File: config.mk
export PLATFORM = sky130hd
export DESIGN_NAME = id_stage
export DESIGN_NICKNAME = d
export VERILOG_FILES = /design/src/rtl/id_stage.sv
export SDC_FILE = /design/constraint.sdc
export NUM_CORES = 2
export LEC_CHECK = 0
export ABC_AREA = 1
export CORE_MARGIN = 2
export CORE_UTILIZATION = 32
export CTS_BUF_LIST = sky130_fd_sc_hd__clkbuf_4 sky130_fd_sc_hd__clkbuf_8
export CTS_CLUSTER_SIZE = 25
export DETAILED_ROUTE_END_ITERATION = 7
export HOLD_SLACK_MARGIN = 0.03
export PLACE_DENSITY = 0.53
export SYNTH_ARGS = -nofsm -noshare
export SYNTH_HDL_FRONTEND = slang
export SYNTH_SLANG_ARGS = --single-unit
File: constraint.sdc
create_clock -name clk -period 2.1 [get_ports clk]
set_input_delay 0.525 -clock clk [delete_from_list [all_inputs] [get_ports clk]]
set_output_delay 0.525 -clock clk [all_outputs]
set_load 0.1 [all_outputs]
File: src/rtl/id_stage.sv
// Decode stage: register file, per-register pending scoreboard, hazard stall and a one-entry output slot.
// Optional macro ID_WB_BYPASS_EN forwards same-cycle write-back data to source reads.
module id_stage #(
  parameter int XLEN  = 32,
  parameter int NREGS = 32
) (
  input  logic            clk,
  input  logic            rst_n,
  input  logic            in_valid,
  output logic            in_ready,
  input  logic [31:0]     instr,
  input  logic            wb_en,
  input  logic [4:0]      wb_rd,
  input  logic [XLEN-1:0] wb_data,
  output logic            out_valid,
  input  logic            out_ready,
  output logic [XLEN-1:0] out_rs1_data,
  output logic [XLEN-1:0] out_rs2_data,
  output logic [4:0]      out_rd,
  output logic [6:0]      out_op,
  output logic            out_reg_write
);
  localparam int IW = $clog2(NREGS);

  logic [XLEN-1:0] regs [NREGS];
  logic [NREGS-1:0] pend_reg;
  logic [NREGS-1:0] set_vec;
  logic [NREGS-1:0] clr_vec;

  logic            out_valid_reg;
  logic [XLEN-1:0] out_rs1_reg;
  logic [XLEN-1:0] out_rs2_reg;
  logic [4:0]      out_rd_reg;
  logic [6:0]      out_op_reg;
  logic            out_rw_reg;

  logic [6:0] opcode;
  logic [4:0] rd;
  logic [4:0] rs1;
  logic [4:0] rs2;
  logic       reg_write;
  logic       rs1_ok, rs2_ok, rd_ok, wb_ok;
  logic       byp_rs1, byp_rs2;
  logic       hazard;
  logic       accept;
  logic [XLEN-1:0] rdata1, rdata2;

  // Index 0 and indexes beyond the implemented file are never stored nor tracked.
  function automatic logic idx_ok(input logic [4:0] idx);
    return (idx != 5'd0) && (int'(idx) < NREGS);
  endfunction

  assign opcode = instr[6:0];
  assign rd     = instr[11:7];
  assign rs1    = instr[19:15];
  assign rs2    = instr[24:20];

  assign reg_write = (opcode == 7'b0110011) || (opcode == 7'b0010011) ||
                     (opcode == 7'b0000011) || (opcode == 7'b1101111) ||
                     (opcode == 7'b0110111);

  assign rs1_ok = idx_ok(rs1);
  assign rs2_ok = idx_ok(rs2);
  assign rd_ok  = idx_ok(rd);
  assign wb_ok  = wb_en && idx_ok(wb_rd);

`ifdef ID_WB_BYPASS_EN
  assign byp_rs1 = wb_ok && (wb_rd == rs1);
  assign byp_rs2 = wb_ok && (wb_rd == rs2);
`else
  assign byp_rs1 = 1'b0;
  assign byp_rs2 = 1'b0;
`endif

  always_comb begin
    rdata1 = '0;
    rdata2 = '0;
    if (byp_rs1)     rdata1 = wb_data;
    else if (rs1_ok) rdata1 = regs[rs1[IW-1:0]];
    if (byp_rs2)     rdata2 = wb_data;
    else if (rs2_ok) rdata2 = regs[rs2[IW-1:0]];
  end

  // A source being written back this cycle is not a hazard when bypass is built in.
  assign hazard = in_valid &&
                  ((rs1_ok && pend_reg[rs1[IW-1:0]] && !byp_rs1) ||
                   (rs2_ok && pend_reg[rs2[IW-1:0]] && !byp_rs2) ||
                   (reg_write && rd_ok && pend_reg[rd[IW-1:0]]));

  assign in_ready = (!out_valid_reg || out_ready) && !hazard;
  assign accept   = in_valid && in_ready;

  for (genvar gi = 0; gi < NREGS; gi++) begin : g_pend
    assign set_vec[gi] = accept && reg_write && rd_ok && (rd == 5'(gi));
    assign clr_vec[gi] = wb_ok && (wb_rd == 5'(gi));
  end

  always_ff @(posedge clk or negedge rst_n) begin
    if (!rst_n) begin
      for (int i = 0; i < NREGS; i++) regs[i] <= '0;
    end else if (wb_ok) begin
      regs[wb_rd[IW-1:0]] <= wb_data;
    end
  end

  // Set after clear so a same-cycle issue to the write-back index stays pending.
  always_ff @(posedge clk or negedge rst_n) begin
    if (!rst_n) pend_reg <= '0;
    else        pend_reg <= (pend_reg & ~clr_vec) | set_vec;
  end

  always_ff @(posedge clk or negedge rst_n) begin
    if (!rst_n) begin
      out_valid_reg <= 1'b0;
      out_rs1_reg   <= '0;
      out_rs2_reg   <= '0;
      out_rd_reg    <= '0;
      out_op_reg    <= '0;
      out_rw_reg    <= 1'b0;
    end else if (accept) begin
      out_valid_reg <= 1'b1;
      out_rs1_reg   <= rdata1;
      out_rs2_reg   <= rdata2;
      out_rd_reg    <= rd;
      out_op_reg    <= opcode;
      out_rw_reg    <= reg_write;
    end else if (out_ready) begin
      out_valid_reg <= 1'b0;
    end
  end

  assign out_valid     = out_valid_reg;
  assign out_rs1_data  = out_rs1_reg;
  assign out_rs2_data  = out_rs2_reg;
  assign out_rd        = out_rd_reg;
  assign out_op        = out_op_reg;
  assign out_reg_write = out_rw_reg;
endmodule

==> results.yml <==
synth:
  ys_top_cells_by_area: "dfrtp_1 (48%), o21ai_0 (16%), nand2_1 (7.8%)"
  ys_seq_elements: 1134
  synth-warning-count: 0
  avgSynthCellArea_um2: 7.70
  syn_inst: 7663
  synth.most_common_cell: "o21ai_0"
  synth_edf_count: 0
  synthArstFlopShare: 1.00
  ys_types: 27
  yosys.area.top_type_share: 0.481
  ys.flop_type: "dfrtp_1"
  netlist_area_um2: 59000
  post-synth-top-area-cell: "dfrtp_1"
  synthTopCellsByCount: "o21ai_0 (1903), nand2_1 (1232), nor2_1 (1182)"
  ys_seq_area_frac: 0.481
  syn_nets: 7737
flow_run:
  max-cap-violations: 0
route:
  drt-pass1-iter-count: 8
  ant_nets: 0
  wl_per_cell_um: 24.5
  routed_wl_um: 256000
  drtIter0Drc: 7894
  vias: 60600
  vias_per_cell: 5.80
  drc: 1
die:
  ios: 153
  die_w_um: 433
  die_area_um2: 188000
  rows: 157
  design.core.area_um2: 183000
  die_h_um: 433
  start_util: 0.322
placed_design:
  gp_congestion: 0.877
  io_buffers: 142
  hpwl_um: 159000
critical_path:
  slowest_delay_ns: 0.45
  cp-end-kind: "output port"
  crit_start: "pend_reg[4]"
  criticalPathCategory: "reg2out"
  worstPathCellList: "nand2_1 -> nand3_1 -> nand3_1 -> nand2_1 -> nand2_1 -> nand3_1 -> nand3_2 -> nand3_4 -> a21oi_4 -> buf_12"
  cp.arrival_ns: 2.49
  crit_fanout: 4
  worstPathRequired_ns: 1.57
  critPathLaunchType: "flop"
  worstReg2RegStart: "pend_reg[4]"
  cp_slowest_cell: "dfrtp_1"
timing:
  drv_slew: 0
  fin_tns_setup_ns: -35.58
  rsz0062_at_grt: "yes"
  fmax_mhz: 332
  finClkSkew_ns: 0.0524
  setup_ws_ns: -0.910
  fin_crit_ns: 3.01
  slew_headroom: 0.472
  worstMarginPinSlew_ns: 0.789
  finalSetupViolCount: 130
  hold_violations: 0
  timing.final.crit_share: 1.43
global_route:
  grt_max_degree: 90
  gr-usage-all-layers: 0.269
  grt_pass1_vias: 58400
  grt_pass1_wl_um: 383000
  grt.overflow.total: 0
  antenna_found_initial: 7
pwr:
  power_density_nw_per_um2: 956
  irDropWorstVdd_mv: 0.750
  leakage_nw: 32.4
clocking:
  htree_levels: 4
  cts_tree: "done"
  clk_pin_slew_ns: 0.06
  numClockSinks: 1134
  cts_root_buffer: "clkbuf_8"
  numCtsBuffers: 201
  clk_latency_ns: 0.99
  clockBufferDepth: 3
layout:
  fillers: 18500
  largest_reg_flops: 1024
  synthToLayoutAreaGrowth_pct: 25.3
  drive_gt1_frac: 0.150
  top_register: "regs"
  nets: 7887
  fin_util: 0.404
outcome:
  status: "finished, violations left"
  violations: "DRC, setup timing"
worst_hold_path:
  hold_class: "in2reg"
  hp-start: "instr[1]"
-- power breakdown --
group          switching, mW  internal [mW]
sequential              3.59           26.1
combinational           10.9           6.76
clock                   10.2           13.3
-- cell usage in the layout (no fill, tap or decap), drive strengths merged, types with 64 or more instances in the layout --
cell type / synthesis / layout
clkbuf: 692 / 325
dfrtp: 1134 / 1134
a31oi: 64 / 64
buf: 134 / 715
a21oi: 196 / 196
nor2: 1185 / 1185
o221ai: 512 / 512
nand3: 345 / 345
nand2: 1233 / 1233
inv: 163 / 169
o21ai: 1974 / 1974
-- stage by stage --
step           setup WS (ns)  total power, mW  std cells  hold slack [ns]  instance area, µm²
3_3_place_gp           -1.13             45.3      10000            0.387               67500
4_1_cts               -0.970             70.8      10400           0.0997               73800
3_5_place_dp           -1.12             45.7      10000            0.390               67500
5_1_grt                -1.07             74.2      10400            0.159               74000
2_1_floorplan         -0.371             39.4       7663            0.229               59100
6_report              -0.910             70.7      10400            0.159               74000
-- worst paths after layout --
path	cells after the start	slack, ns	end
worst max-delay path	10	-0.91	in_ready
worst min-delay path	3	0.16	out_op[1]
worst max register to register	18	-0.48	out_rs1_data[18]
worst min register to register	0	0.40	regs[1023]
max in group asynchronous	3	0.68	regs[952]
min in group asynchronous	3	0.24	regs[692]
-- layer usage --
| layer | GRT usage | vias up | part of all wire |
|---|---|---|---|
| met5 | 0 | - | 0 |
| met2 | 0.407 | 3479 | 0.44 |
| met3 | 0.0538 | 696 | 0.098 |
| met1 | 0.371 | 29500 | 0.42 |
| met4 | 0.117 | 0 | 0.044 |
| li1 | - | 26900 | - |
-- critical path, delay by kind of cell (launching register included) --
family	cells	cell delay [ns]
AO/OA/AOI/OAI	1	0.16
AND/OR/NAND/NOR	8	0.72
flip-flops	1	0.45
buffers and inverters	1	0.19
-- cell type report --
cell class	instances	area, µm²	area share
timing repair buffer	773	10000	0.136
clock inverter	43	513	0.00694
tap	2464	3080	0.0417
antenna	5	12.5	0.000169
sequential	1134	28400	0.384
inverter	165	697	0.00942
multi-input combinational	5538	27100	0.367
clock buffer	322	4060	0.0549
-- timing repair --
action                                   CTS  global route
endpoints found under the setup margin   169           187
setup buffers                             34             6
cloned                                    12             2
hold endpoints to repair                1077             0
pin swaps                                  7             7
hold buffers                               2             0
gates resized for setup                  264            53
-- kinds of logic (layout without fill, tap and decap cells) --
logic type             Yosys count  in the layout  synth area share
AOI/OAI and AO/OA             2748           2748             0.267
other                            0              5                 0
DFF                           1134           1134             0.481
buffers and inverters          991           1303            0.0662
and+or+nand+nor               2790           2790             0.186
(Power assumes the default switching activity.)
